File: config.mk
export PLATFORM = sky130hd
export DESIGN_NAME = d5m_sensor_emulator
export DESIGN_NICKNAME = d
export VERILOG_FILES = /design/src/rtl/d5m_sensor_emulator.sv
export SDC_FILE = /design/constraint.sdc
export NUM_CORES = 1
export LEC_CHECK = 0
export ABC_CLOCK_PERIOD_IN_PS = 2400
export CAP_MARGIN = 25
export CORE_UTILIZATION = 52
export DETAILED_ROUTE_END_ITERATION = 6
export GPL_TIMING_DRIVEN = 1
export PLACE_DENSITY = 0.85
export SYNTH_ARGS = -nofsm -noshare
export SYNTH_HDL_FRONTEND = slang
export SYNTH_SLANG_ARGS = --single-unit
export TNS_END_PERCENT = 20
File: constraint.sdc
create_clock -name clk -period 2.4 [get_ports clk]
set_input_delay 0.48 -clock clk [delete_from_list [all_inputs] [get_ports clk]]
set_output_delay 0.48 -clock clk [all_outputs]
set_load 0.02 [all_outputs]
File: src/rtl/d5m_sensor_emulator.sv
// D5M parallel pixel interface transmitter model.
// Emits FVAL/LVAL/strobe framing with selectable test patterns.
module d5m_sensor_emulator #(
   parameter int ACTIVE_W  = 640,
   parameter int ACTIVE_H  = 480,
   parameter int H_BLANK   = 16,
   parameter int V_BLANK   = 32,
   parameter int FV_LV_GAP = 2
) (
   input  logic        clk,
   input  logic        rst,
   input  logic        pix_en,
   input  logic        enable,
   input  logic        continuous,
   input  logic        start,
   input  logic [1:0]  pattern_sel,
   input  logic [11:0] const_val,
   output logic [11:0] d5m_d,
   output logic        d5m_fval,
   output logic        d5m_lval,
   output logic        d5m_strobe,
   output logic [15:0] frame_count,
   output logic        busy
);

   localparam int XW   = (ACTIVE_W > 1) ? $clog2(ACTIVE_W) : 1;
   localparam int YW   = (ACTIVE_H > 1) ? $clog2(ACTIVE_H) : 1;
   localparam int CM1  = (V_BLANK > H_BLANK) ? V_BLANK : H_BLANK;
   localparam int CMAX = (CM1 > FV_LV_GAP) ? CM1 : FV_LV_GAP;
   localparam int CW   = (CMAX > 1) ? $clog2(CMAX) : 1;

   localparam logic [XW-1:0] X_LAST  = XW'(ACTIVE_W - 1);
   localparam logic [YW-1:0] Y_LAST  = YW'(ACTIVE_H - 1);
   localparam logic [CW-1:0] VB_LAST = CW'(V_BLANK - 1);
   localparam logic [CW-1:0] HB_LAST = CW'(H_BLANK - 1);
   localparam logic [CW-1:0] GP_LAST = CW'(FV_LV_GAP - 1);

   typedef enum logic [2:0] {
      S_IDLE, S_VBLANK, S_FPRE, S_LINE, S_HBLANK, S_FPOST
   } state_t;

   state_t          state_q;
   logic [XW-1:0]   x_q;
   logic [YW-1:0]   y_q;
   logic [CW-1:0]   cnt_q;
   logic [1:0]      pat_q;
   logic [11:0]     cval_q;
   logic [11:0]     fcl_q;
   logic            start_pend_q;
   logic [11:0]     d_q;
   logic            fval_q;
   logic            lval_q;
   logic            strobe_q;
   logic [15:0]     fcount_q;
   logic            busy_q;

   function automatic logic [11:0] pixel(
      input logic [1:0]    pat,
      input logic [XW-1:0] x,
      input logic [YW-1:0] y,
      input logic [11:0]   cv,
      input logic [11:0]   fc
   );
      logic [31:0] s;
      logic [11:0] p;
      s = 32'(x) + 32'(y);
      p = s[11:0];
      unique case (pat)
         2'd0: p = s[11:0];
         2'd1: begin
            if (x[0] == y[0]) p = 12'h800;
            else if (!y[0])   p = 12'hFFF;
            else              p = 12'h000;
         end
         2'd2: p = cv;
         default: p = fc;
      endcase
      return p;
   endfunction

   always_ff @(posedge clk) begin
      if (rst) begin
         state_q      <= S_IDLE;
         x_q          <= '0;
         y_q          <= '0;
         cnt_q        <= '0;
         pat_q        <= '0;
         cval_q       <= '0;
         fcl_q        <= '0;
         start_pend_q <= 1'b0;
         d_q          <= '0;
         fval_q       <= 1'b0;
         lval_q       <= 1'b0;
         strobe_q     <= 1'b0;
         fcount_q     <= '0;
         busy_q       <= 1'b0;
      end else if (!pix_en) begin
         // a start seen between pixel edges is held for the next one
         if (state_q == S_IDLE && start) start_pend_q <= 1'b1;
      end else begin
         unique case (state_q)
            S_IDLE: begin
               start_pend_q <= 1'b0;
               if (enable && (start || start_pend_q || continuous)) begin
                  state_q <= S_VBLANK;
                  busy_q  <= 1'b1;
                  cnt_q   <= '0;
                  x_q     <= '0;
                  y_q     <= '0;
                  pat_q   <= pattern_sel;
                  cval_q  <= const_val;
                  fcl_q   <= fcount_q[11:0];
               end
            end
            S_VBLANK: begin
               if (cnt_q == VB_LAST) begin
                  state_q  <= S_FPRE;
                  cnt_q    <= '0;
                  fval_q   <= 1'b1;
                  strobe_q <= 1'b1;
               end else begin
                  cnt_q <= cnt_q + 1'b1;
               end
            end
            S_FPRE: begin
               if (cnt_q == GP_LAST) begin
                  state_q <= S_LINE;
                  x_q     <= '0;
                  lval_q  <= 1'b1;
                  d_q     <= pixel(pat_q, '0, y_q, cval_q, fcl_q);
               end else begin
                  cnt_q <= cnt_q + 1'b1;
               end
            end
            S_LINE: begin
               if (x_q == X_LAST) begin
                  state_q <= (y_q == Y_LAST) ? S_FPOST : S_HBLANK;
                  cnt_q   <= '0;
                  lval_q  <= 1'b0;
                  d_q     <= '0;
               end else begin
                  x_q <= x_q + 1'b1;
                  d_q <= pixel(pat_q, x_q + 1'b1, y_q, cval_q, fcl_q);
               end
            end
            S_HBLANK: begin
               if (cnt_q == HB_LAST) begin
                  state_q  <= S_LINE;
                  x_q      <= '0;
                  y_q      <= y_q + 1'b1;
                  lval_q   <= 1'b1;
                  strobe_q <= 1'b0;
                  d_q      <= pixel(pat_q, '0, y_q + 1'b1, cval_q, fcl_q);
               end else begin
                  cnt_q <= cnt_q + 1'b1;
               end
            end
            S_FPOST: begin
               if (cnt_q == GP_LAST) begin
                  fval_q   <= 1'b0;
                  strobe_q <= 1'b0;
                  fcount_q <= fcount_q + 16'd1;
                  if (enable && continuous) begin
                     state_q <= S_VBLANK;
                     cnt_q   <= '0;
                     x_q     <= '0;
                     y_q     <= '0;
                     pat_q   <= pattern_sel;
                     cval_q  <= const_val;
                     fcl_q   <= fcount_q[11:0] + 12'd1;
                  end else begin
                     state_q <= S_IDLE;
                     busy_q  <= 1'b0;
                  end
               end else begin
                  cnt_q <= cnt_q + 1'b1;
               end
            end
            default: state_q <= S_IDLE;
         endcase
      end
   end

   assign d5m_d       = d_q;
   assign d5m_fval    = fval_q;
   assign d5m_lval    = lval_q;
   assign d5m_strobe  = strobe_q;
   assign frame_count = fcount_q;
   assign busy        = busy_q;

endmodule
==> flow_summary.ini, run 1 <==
[placed_design]
dpl.hpwl_mm = 11.4
post-place-ws_ns = -0.0341
numPortBuffers = 51
place.gp.congestion = 0.904

[timing]
setup_viol = 0
slew_violations = 0
skew_ns = 0.0185
hold_violations = 0
fmax_ghz = 0.424
relSlewSlack = 0.616
min_period_ns = 2.36
worst_slew_pin_slew_ns = 0.571
fin_ws_ns = 0.0388
rsz0062_at_grt = true
setup-tns-final_ns = 0
finalCritPeriodShare = 0.984
holdWs_ns = 0.460

[logic_synthesis]
mappedNetlistArea_um2 = 5440
netlist_top_cells_area = dfxtp_1, a21oi_1, nand2_1
yosysSeqAreaShare = 0.316
yosys_register_bits = 86
syn_nets = 732
synth_cells = 691
avgSynthCellArea_um2 = 7.88
synth_cell_types = 67
yosysTopAreaCell = dfxtp_1
synth_edf_count = 0
async_flop_share = 0
synthFlopType = dfxtp_1
synth_top_area_share = 0.316
ys.warnings.count = 0

[floorplan]
die_h_um = 104
coreArea_um2 = 9950
start_util = 0.547
die_area_um2 = 10900
die_x_um = 104
num_io_pins = 52
num_rows = 36

[cells_and_area]
fin_util = 0.673
mostFrequentLayoutCell = dfxtp_1
fin_nets = 804
antenna_cells = 0
layout-drive-gt1-share = 0.162
area_delta_synth_final_pct = 23.1
final_cell_mix = dfxtp_1, nand2_1, nor2_1

[setup_path]
r2r_end = d5m_d[9]
r2r_slack_ns = 0.04
cp-end-kind = flip-flop
crit_arrival_ns = 2.60
path_max_fanout = 5
r2r-start = x_q[0]
rr_worst_depth = 10
worst_ep_required_time_ns = 2.64
critPathKind = reg2reg
startpoint_type = flip-flop

[global_route]
grt_pass1_vias = 5189
gr-total-overflow = 0
antenna_found_initial = 0
grt_pass1_wl_mm = 25.3
grt_max_degree = 86
grtUsageTotal = 0.288

[min_path]
min_from = cval_q[7]
hp-class = reg2reg
min_delay_worst_endpoint = cval_q[7]
holdPathStages = 2

[clock_network]
ctsHtreeMaxLevel = 3
tritoncts_num_sinks = 86
clk_latency_ns = 0.37
cts_root_buf = clkbuf_8
tritoncts = built
numCtsBuffers = 9
cts_hold_buf = 0
clk_pin_slew_ns = 0.09
clockBufferDepth = 2

[routing]
drc = 0
drt.antenna.violating_nets = 0
via_per_inst = 6.24
drt_pass1_iterations = 7
wirelength_mm = 15.8
wl_per_cell_um = 17.5
num_vias = 5606
dr.first_iter.drc_count = 404

[power_and_ir_drop]
total_power_mw = 2.92
powerDensity_nw_per_um2 = 436
ir_drop_v = 0.000270
p_leak_nw = 2.57

[flow_run]
drv_cap = 0

[status]
status = completed
-- cells in the mapped netlist (all sizes together), types with 3 or more instances --
| master | n |
|---|---|
| nor3b | 6 |
| o22ai | 4 |
| nor2b | 6 |
| nand2b | 11 |
| xor2 | 27 |
| nand2 | 73 |
| a311oi | 5 |
| buf | 15 |
| o21ai | 26 |
| a32oi | 4 |
| ha | 20 |
| and3 | 12 |
| a21oi | 60 |
| nor4 | 5 |
| nor2 | 61 |
| and4 | 5 |
| o21a | 5 |
| nand4 | 9 |
| or3b | 3 |
| o31ai | 5 |
| o31a | 4 |
| o211ai | 7 |
| mux2 | 10 |
| a2111oi | 6 |
| or2 | 3 |
| nand3 | 39 |
| nor3 | 16 |
| or3 | 6 |
| a221oi | 5 |
| clkbuf | 35 |
| mux2i | 4 |
| dfxtp | 86 |
| o32ai | 5 |
| and2 | 4 |
| a211oi | 23 |
| a31oi | 8 |
| nand3b | 5 |
| a21o | 7 |
| xnor2 | 17 |
| inv | 16 |
-- layer usage --
layer,share of wire,track usage
met5,0,0
met4,0.038,0.141
met3,0.075,0.0489
met2,0.45,0.447
met1,0.44,0.385
-- report_power, final --
part	switching [mW]	leakage [nW]	internal, mW
combinational	0.259	1.78	0.204
sequential	0.0455	0.700	1.47
clock	0.542	0.0848	0.400
total	0.846	2.57	2.08
-- sequential cells by signal (all words and copies together), names as in the netlist --
name	flops
busy	1
cnt_q	5
cval_q	12
d5m_d	12
d5m_fval	1
d5m_lval	1
d5m_strobe	1
fcl_q	12
frame_count	16
pat_q	2
start_pend_q	1
state_q	3
x_q	10
y_q	9
-- critical path: stages, from the launching register on --
cell and delay, ns:
dfxtp_4 0.37, ha_4 0.13, and3_4 0.22, buf_4 0.12
nand3_1 0.11, xnor2_2 0.17, ha_1 0.37, and4_1 0.20
a221oi_2 0.25, xor2_1 0.19, o211ai_1 0.11
-- cell families after synthesis --
logic type	share of synthesized area
and+or+nand+nor	0.257
AOI/OAI and AO/OA	0.229
DFF	0.316
buffers and inverters	0.0494
xor gates and xnor gates	0.0708
adders and majority gates	0.0496
muxes	0.0280
-- final cells by class --
class | instances | area [um^2]
Clock buffer | 10 | 138
Clock inverter | 4 | 33.8
Fill cell | 800 | 3250
Inverter | 16 | 60.1
Multi-Input combinational cell | 539 | 3570
Sequential cell | 86 | 1730
Tap cell | 133 | 166
Timing Repair Buffer | 111 | 1010
-- worst max path at each step --
stage	start	endpoint	slack, ns	cells after the start
2_1_floorplan	cnt_q[0]	cnt_q[1]	-0.008	8
3_3_place_gp	pix_en	d5m_d[7]	-0.005	6
4_1_cts	x_q[3]	d5m_d[10]	-0.002	9
3_5_place_dp	x_q[1]	d5m_d[9]	-0.03	10
6_report	x_q[0]	d5m_d[9]	0.04	10
5_1_grt	x_q[3]	d5m_d[10]	-0.1	9
-- stage by stage --
step,cells,cell area (um^2)
final,899,6700
after global routing,899,6700
after CTS,894,6580
after detailed placement,877,6380
after global placement,877,6380
after floorplan,691,5470
-- what timing repair did --
item	4_1_cts	5_1_grt
gates resized for setup	2	19
setup endpoints to repair	2	17
setup buffers	3	5
hold endpoints to repair	0	0
pin swaps	5	12
Power figures use the tool's default switching activity.
==> run 2: changes to the inputs <==
- ABC_CLOCK_PERIOD_IN_PS: 2400 -> unset
==> results of run 2 <==
Final layout, timing and power as in run 1 (identical DEF).
==> run 3: changes to the inputs <==
- CORE_MARGIN: unset -> 10
- PLACE_DENSITY: 0.85 -> 0.79
==> run 3 against run 2 <==
The flow now finishes with violations (setup timing). Count of clock-buffer cells in the layout shrank 1. Hold slack better by 0.0010 ns. Design area grew 0.80%. Critical endpoint is now d5m_d[10].
==> flow_summary.ini, run 3 (synthesis results as in run 1) <==
[status]
status = finished with violations
violations = setup timing

[setup_path]
crit_chain = nand4_1, nor2_1, xor2_1, ha_1, a21o_1, and3_4, o31a_1, nor3_2, o41ai_1
slowest_stage = dfxtp_4
crit_arrival_ns = 2.70
critPathKind = reg2reg
cp-end-kind = flip-flop
critical-path-max-stage-delay_ns = 0.40
path_max_fanout = 6
startpoint_type = flip-flop
worst_ep_required_time_ns = 2.67
rr_worst_depth = 9

[routing]
wirelength_mm = 16.7
wl_per_cell_um = 18.6
drt.antenna.violating_nets = 0
drt_pass1_iterations = 5
drc = 0
num_vias = 5584
via_per_inst = 6.20
dr.first_iter.drc_count = 470

[cells_and_area]
fin_nets = 800
multiInputGateArea_um2 = 3650
nFillCells = 949
stdcell_count = 900
mostFrequentLayoutCell = dfxtp_1
antenna_cells = 0
seq_area_um2 = 1740
area_delta_synth_final_pct = 24.1
fin_util = 0.657
layout-drive-gt1-share = 0.175
largest_register_ffs = 16
final_cell_mix = dfxtp_1, nand2_1, nor2_1

[floorplan]
start_util = 0.530
num_io_pins = 52
num_rows = 37
die_x_um = 122
die_h_um = 122
coreArea_um2 = 10300
die_area_um2 = 15000

[min_path]
hp-class = reg2reg
holdPathStages = 2

[timing]
rsz0062_at_grt = true
hold_violations = 0
setup-tns-final_ns = -0.0271
relSlewSlack = 0.509
slew_violations = 0
fin_ws_ns = -0.0271
min_period_ns = 2.43
worst_slew_pin_slew_ns = 0.736
setup_viol = 1
fmax_ghz = 0.412
finalCritPeriodShare = 1.01
skew_ns = 0.0116

[clock_network]
clockBufferDepth = 2
clk_latency_ns = 0.38
cts_root_buf = clkbuf_8
tritoncts_num_sinks = 86
clk_pin_slew_ns = 0.10
numCtsBuffers = 9
ctsHtreeMaxLevel = 3
cts_hold_buf = 0
tritoncts = built

[global_route]
grt_pass1_vias = 5335
grt_pass1_wl_mm = 26.7
gr-total-overflow = 0
antenna_found_initial = 0
grtUsageTotal = 0.219
grt_max_degree = 53

[power_and_ir_drop]
ir_drop_v = 0.000250
p_int_mw = 2.07
p_comb_frac = 0.156
powerDensity_nw_per_um2 = 441
share_seq_of_total_power = 0.510
p_switching_uw = 914
switching_share = 0.307
p_leak_nw = 2.55
total_power_mw = 2.98
p_clk_frac = 0.334

[placed_design]
dp_cells = 878
post-place-ws_ns = -0.0775
place.gp.congestion = 0.962
dpl.hpwl_mm = 12.2
numPortBuffers = 51

[flow_run]
drv_cap = 0
run 3: path summary, 6_finish.rpt:
kind / end / slack [ns] / from
worst max-delay path: d5m_d[10] / -0.03 / x_q[0]
worst max register to register: d5m_d[10] / -0.03 / x_q[0]
worst min register to register: cval_q[3] / 0.46 / cval_q[3]
worst min-delay path: cval_q[3] / 0.46 / cval_q[3]
run 3: what timing repair did:
| item | CTS | global route |
|---|---|---|
| gates resized for setup | 1 | 37 |
| pin swaps | 0 | 16 |
| setup buffers | 0 | 6 |
| endpoints found under the hold margin | 0 | 0 |
| setup endpoints to repair | 3 | 44 |
run 3: area by class of cell:
class	count	area share
sequential	86	0.257
tap	136	0.0252
multi-input combinational	539	0.540
clock buffer	9	0.0183
inverter	16	0.00889
timing repair buffer	107	0.143
clock inverter	7	0.00815
run 3: per-stage QoR:
step | hold WS, ns | cell area [um^2]
2_1_floorplan | 0.433 | 5470
3_3_place_gp | 0.442 | 6350
3_5_place_dp | 0.448 | 6350
4_1_cts | 0.462 | 6540
5_1_grt | 0.481 | 6760
6_report | 0.461 | 6760
run 3: worst max-delay path: cells and delay by family, from the launching register on:
| kind | cells | cell delay, ns |
|---|---|---|
| AOI/OAI and AO/OA | 3 | 0.61 |
| xor gates and xnor gates | 1 | 0.24 |
| adders and majority gates | 1 | 0.29 |
| DFF | 1 | 0.40 |
| and+or+nand+nor | 4 | 0.78 |
run 3: routing by layer:
layer	wire length, um	global-route usage	vias up	part of all wire
met2	7880	0.355	232	0.47
met1	7030	0.279	2662	0.42
li1	-	-	2648	-
met5	0	0	-	0
met4	523	0.0810	0	0.031
met3	1260	0.0487	42	0.075
run 3: power by group through the flow:
stage / logic [mW] / registers [mW] / clock network, mW
finish: 0.466 / 1.52 / 0.995
global route: 0.508 / 1.53 / 1.07
CTS: 0.450 / 1.52 / 1.01
detailed placement: 0.448 / 1.55 / 0
global placement: 0.436 / 1.55 / 0
floorplan: 0.300 / 1.53 / 0
==> RTL change 1 (settings of run 1) <==
Register the inputs `pix_en`, `enable`, `continuous`, `start`, `pattern_sel` and `const_val` before use, with the module's reset. The logic sees them one clock later.
--- a/src/rtl/d5m_sensor_emulator.sv
+++ b/src/rtl/d5m_sensor_emulator.sv
@@ -39,6 +39,31 @@
       S_IDLE, S_VBLANK, S_FPRE, S_LINE, S_HBLANK, S_FPOST
    } state_t;
 
+   logic pix_en_q;
+   logic enable_q;
+   logic continuous_q;
+   logic start_q;
+   logic [1:0] pattern_sel_q;
+   logic [11:0] const_val_q;
+
+   always_ff @(posedge clk) begin
+      if (rst) begin
+         pix_en_q      <= '0;
+         enable_q      <= '0;
+         continuous_q  <= '0;
+         start_q       <= '0;
+         pattern_sel_q <= '0;
+         const_val_q   <= '0;
+      end else begin
+         pix_en_q      <= pix_en;
+         enable_q      <= enable;
+         continuous_q  <= continuous;
+         start_q       <= start;
+         pattern_sel_q <= pattern_sel;
+         const_val_q   <= const_val;
+      end
+   end
+
    state_t          state_q;
    logic [XW-1:0]   x_q;
    logic [YW-1:0]   y_q;
@@ -94,21 +119,21 @@
          strobe_q     <= 1'b0;
          fcount_q     <= '0;
          busy_q       <= 1'b0;
-      end else if (!pix_en) begin
+      end else if (!pix_en_q) begin
          // a start seen between pixel edges is held for the next one
-         if (state_q == S_IDLE && start) start_pend_q <= 1'b1;
+         if (state_q == S_IDLE && start_q) start_pend_q <= 1'b1;
       end else begin
          unique case (state_q)
             S_IDLE: begin
                start_pend_q <= 1'b0;
-               if (enable && (start || start_pend_q || continuous)) begin
+               if (enable_q && (start_q || start_pend_q || continuous_q)) begin
                   state_q <= S_VBLANK;
                   busy_q  <= 1'b1;
                   cnt_q   <= '0;
                   x_q     <= '0;
                   y_q     <= '0;
-                  pat_q   <= pattern_sel;
-                  cval_q  <= const_val;
+                  pat_q   <= pattern_sel_q;
+                  cval_q  <= const_val_q;
                   fcl_q   <= fcount_q[11:0];
                end
             end
@@ -160,13 +185,13 @@
                   fval_q   <= 1'b0;
                   strobe_q <= 1'b0;
                   fcount_q <= fcount_q + 16'd1;
-                  if (enable && continuous) begin
+                  if (enable_q && continuous_q) begin
                      state_q <= S_VBLANK;
                      cnt_q   <= '0;
                      x_q     <= '0;
                      y_q     <= '0;
-                     pat_q   <= pattern_sel;
-                     cval_q  <= const_val;
+                     pat_q   <= pattern_sel_q;
+                     cval_q  <= const_val_q;
                      fcl_q   <= fcount_q[11:0] + 12'd1;
                   end else begin
                      state_q <= S_IDLE;
Check against the original RTL: not equivalent (Yosys sat finds a counterexample within 4 cycles, from zero or initial values and one cycle with rst high).
==> RTL change 1 against run 1 <==
- the flow now finishes with violations (negative setup slack)
- setup slack worse by 0.15 ns
- sequential cell count up 18
- die area grew 7.9%
- critical path depth unchanged
- routed wire length increased by 15%
- worst hold slack got worse by 0.024 ns
- cell area rose by 16%
- area after synthesis is 8.0% higher
Power is not compared: it rests on default switching activity, and its combinational part moved more than twofold at a synthesized area within 25%.
==> RTL change 1: results (changes against run 1) <==
vias: 6,027 (+7.5%)
met3 Usage GRT: 6.631% (+1.7 points)
clock skew: 0.01095 ns (-0.007516 ns)
first-pass GRT wire length: 28.29 mm (+12%)
# fillers: 807 (+0.88%)
failing checks: negative setup slack
count of cell types in the netlist: 70 (+4.5%)
share of layout cells above drive strength 1: 19.77% (+3.6 points)
Seq/Total Area, Yosys: 35.40% (+3.8 points)
root buf cell: clkbuf_16
Syn Nets: 777 (+6.1%)
final setup margin: -0.1086 ns (-0.1474 ns)
1st-iter DRT viols: 597 (+48%)
GRT met2 Usage: 51.87% (+7.2 points)
launch point of the worst path: x_q[1]
DP HPWL: 12.57 mm (+10%)
routability cong.: 0.9268 (+2.5%)
Worst R2R End: d5m_d[10]
total negative slack: -0.1268 ns (-0.1268 ns)
reg2reg path depth: 10 (unchanged)
most frequent cells after synthesis: dfxtp_1, nor2_1, nand2_1
Critical Path AT: 2.81 ns (+0.21 ns)
Compound-Gate Fraction of Synth Area: 19.68% (-3.2 points)
post-cts sizing count: 21 (+19)
met1 Track Usage GR: 37.74% (-0.76 points)
final setup fails: 2 (+2)
NumNets Final: 896 (+11%)
Avg WL per Cell: 18.14 um (+3.4%)
postcts setup bufs: 8 (+5)
critical path's slowest cell: or4_4
mux contribution to synthesized area: 3.786% (+0.98 points)
vias in the first global route: 5,705 (+9.9%)
Synth Area in Adders: 4.595% (-0.37 points)
XOR/XNOR share of the synthesized area: 6.999% (-0.080 points)
run status: finished, violations left
met2 WL post-DR: 8.595 mm (+21%)
Synth area leaders: dfxtp_1, nor2_1, nand2_1
CP peak stage delay: 0.51 ns (+0.14 ns)
Overall Global Routing Usage: 31.20% (+2.4 points)
crit-path max FO: 4 (-1)
Routed met3 length: 1.147 mm (-3.1%)
[RTL change 1: cell types whose count changed in the layout (fill, tap and decap cells not counted), moves of 8 or more]
cell	change
buf_4	+42
clkbuf_16	+9
dfxtp_1	+15
mux2i_1	+16
o21ai_0	+10
nand3_1	-17
nor2b_1	+18
clkbuf_8	-10
nor2_1	+31
mux2_2	-8
nand2_1	+19
[RTL change 1: layout make-up]
cell class / count / area share [%]
Sequential cell: 104 / 27.19
Multi-Input combinational cell: 577 / 49.35
Tap cell: 140 / 2.260
Timing Repair Buffer: 152 / 16.76
Clock inverter: 7 / 1.001
Inverter: 11 / 0.5328
Clock buffer: 9 / 2.906
[RTL change 1: metrics by stage]
| stage | setup slack, ns | utilization, % | hold WS, ns | instance area [um^2] | std cells |
|---|---|---|---|---|---|
| finish | -0.1086 | 70.87 | 0.4356 | 7750 | 1000 |
| global route | -0.1652 | 70.87 | 0.4455 | 7750 | 1000 |
| CTS | -0.08353 | 68.63 | 0.4371 | 7505 | 987 |
| detailed placement | -0.2165 | 64.53 | 0.4255 | 7057 | 964 |
| global placement | -0.1278 | 64.53 | 0.4228 | 7057 | 964 |
| floorplan | -0.08829 | - | 0.4174 | 5908 | 736 |
[RTL change 1: how the worst min path moves through the flow]
stage | from | end | slack [ns] | depth (start not counted)
floorplan | const_val_q[10] | cval_q[10] | 0.42 | 2
global placement | const_val_q[11] | cval_q[11] | 0.42 | 2
detailed placement | const_val_q[11] | cval_q[11] | 0.43 | 2
CTS | const_val_q[11] | cval_q[11] | 0.44 | 2
global route | const_val_q[11] | cval_q[11] | 0.45 | 2
finish | const_val_q[11] | cval_q[11] | 0.44 | 2
[RTL change 1: power breakdown]
part           switching (uW)  total, uW  internal (uW)
clock network             769       1510            740
logic                    82.4        153           71.1
registers                17.4       1760           1740
==> RTL change 2 (settings of run 1) <==
Without the edit above. `FV_LV_GAP`: 2 -> 1.
--- a/src/rtl/d5m_sensor_emulator.sv
+++ b/src/rtl/d5m_sensor_emulator.sv
@@ -5,7 +5,7 @@
    parameter int ACTIVE_H  = 480,
    parameter int H_BLANK   = 16,
    parameter int V_BLANK   = 32,
-   parameter int FV_LV_GAP = 2
+   parameter int FV_LV_GAP = 1
 ) (
    input  logic        clk,
    input  logic        rst,
Behaviour: same outputs for any inputs over 10 cycles, from zero or initial values and one cycle with rst high; that may be too few to reach the edited logic, so the function may still have changed.
==> RTL change 2 against run 1 <==
- the run now ends with negative setup slack left
- cell area rose by 7.7%
- final cell count rose by 7.9%
- sequential cell count did not move
- total power rose by 5.3%
- non-clock buffer count rose by 43
- setup slack got worse by 0.046 ns
- worst hold slack improved by 0.0024 ns
- area after synthesis rose by 1.4%
- synthesized cell count rose by 3.6%
- routed wire length rose by 14%
- sequential share of layout area fell by 1.7 points
- via count rose by 8.7%
==> RTL change 2: results (changes against run 1) <==
Least-Margin Pin Slew: 0.5875 ns (+0.01619 ns)
Clk Latency, worst-skew pair: 0.37 ns (about the same)
CP top delay family: compound AO/OA/AOI/OAI gates
Seq/Total Area, Yosys: 31.17% (-0.45 points)
run status: finished, violations left
CTS buffer count: 9 (unchanged)
vias in the first global route: 5,793 (+12%)
count of cell types in the netlist: 66 (-1.5%)
clock buffer depth: 2 (unchanged)
syn_area_per_cell: 7.713 um^2 (-2.1%)
crit path kind: reg -> reg
Crit Reg-Reg Startpoint: cnt_q[0]
I/O Buffers: 51 (unchanged)
share of layout cells above drive strength 1: 21.82% (+5.6 points)
failing checks: negative setup slack
Largest register FFs: 16 (unchanged)
Overall Global Routing Usage: 32.63% (+3.8 points)
Avg WL per Cell: 18.49 um (+5.4%)
final setup margin: -0.007498 ns (-0.04626 ns)
initial antenna violation count: 0 (unchanged)
largest net degree at the start of global routing: 51 (-41%)
# fillers: 831 (+3.9%)
first-pass GRT wire length: 28.55 mm (+13%)
final WL: 17.94 mm (+14%)
Synth area leaders: dfxtp_1, nand2_1, a21oi_1
most frequent cells after synthesis: nand2_1, dfxtp_1, nor2_1
reg2reg path depth: 7 (-3)
Placed Cells: 949 (+8.2%)
n_diodes: 0 (unchanged)
predominant post-synthesis flop cell: dfxtp_1
crit-path max FO: 7 (+2)
DP HPWL: 13.17 mm (+15%)
ys async rst share: 0% (unchanged)
final setup fails: 1 (+1)
Syn Nets: 757 (+3.4%)
root buf cell: clkbuf_8
Worst R2R End: x_q[9]
Pleak: 0.002726 uW (+6.2%)
total negative slack: -0.007498 ns (-0.007498 ns)
vias: 6,095 (+8.7%)
CP peak stage delay: 0.49 ns (+0.12 ns)
path category of the worst min-delay check: in -> reg
clock skew: 0.009397 ns (-0.009070 ns)
routability cong.: 0.9689 (+7.2%)
VDD IR max: 0.0003637 V (+35%)
CTS clk-pin slew, worst paths: 0.09 ns (about the same)
NumNets Final: 871 (+8.3%)
critical path's slowest cell: or4b_4
H-Tree Depth: 3 (unchanged)
first drt pass iteration count: 5 (-2)
Critical Path AT: 2.71 ns (+0.11 ns)
1st-iter DRT viols: 754 (+87%)
## RTL change 2: cell types whose count changed after synthesis, moves of 5 or more
cell,delta
o21ai_0,+9
and3_1,-5
mux2i_1,+7
xnor2_1,+5
or2_2,+5
xor2_1,-10
nand2b_1,-8
nor4_1,+7
nand2_1,+23
buf_2,-5
nand3_1,-10
## RTL change 2: per-layer routing
layer	GRT usage [%]	share of wire, %	vias up
met2	54.54	47	334
li1	-	-	2844
met3	5.427	7.5	73
met4	16.90	4.5	0
met5	0	0	-
met1	40.28	41	2844
## RTL change 2: power breakdown
group	switching (uW)	internal [uW]	leakage, uW
Sequential	50.9	1490	0.000702
Clock	554	377	0.0000821
Combinational	352	257	0.00194
## RTL change 2: final cells by class
| cell class | instances | share of cell area (%) |
|---|---|---|
| sequential | 86 | 24.12 |
| tap | 136 | 2.356 |
| clock buffer | 9 | 1.715 |
| clock inverter | 6 | 0.6410 |
| timing repair buffer | 154 | 18.10 |
| multi-input combinational | 566 | 52.39 |
| inverter | 13 | 0.6757 |
## RTL change 2: how the worst min path moves through the flow
| stage | startpoint | end | cells after the start |
|---|---|---|---|
| floorplan | cval_q[5] | cval_q[5] | 2 |
| global placement | cval_q[1] | cval_q[1] | 2 |
| detailed placement | cval_q[2] | cval_q[2] | 2 |
| CTS | rst | frame_count[13] | 4 |
| global route | rst | frame_count[13] | 4 |
| finish | rst | frame_count[13] | 4 |
## RTL change 2: logic make-up (layout without fill, tap and decap cells)
kind of cell	after synthesis	count (layout)	synth area share (%)
AND/OR/NAND/NOR	289	289	25.85
AO/OA/AOI/OAI	198	198	23.79
flip-flops	86	86	31.17
buffers and inverters	64	182	4.486
XOR/XNOR	39	39	6.185
adder cells (fa/ha/maj)	21	21	4.894
multiplexers	19	19	3.625
## RTL change 2: timing repair
| item | in CTS | in global routing |
|---|---|---|
| pin swaps | 2 | 15 |
| cloned | 0 | 0 |
| hold buffers | 0 | 0 |
| setup endpoints to repair | 7 | 23 |
| buffers inserted | 0 | 6 |
| gates resized for setup | 10 | 45 |
## RTL change 2: per-stage QoR
| stage | utilization, % | setup WS (ns) | power [uW] | instance area, um^2 | hold slack, ns |
|---|---|---|---|---|---|
| finish | 69.96 | -0.007498 | 3076 | 7222 | 0.4622 |
| global route | 69.96 | -0.08763 | 3205 | 7222 | 0.4671 |
| CTS | 67.69 | -0.04488 | 3071 | 6988 | 0.4423 |
| detailed placement | 65.71 | -0.2624 | 2147 | 6784 | 0.4497 |
| global placement | 65.71 | -0.1692 | 2125 | 6784 | 0.4421 |
| floorplan | - | 0.003685 | 1925 | 5563 | 0.4316 |
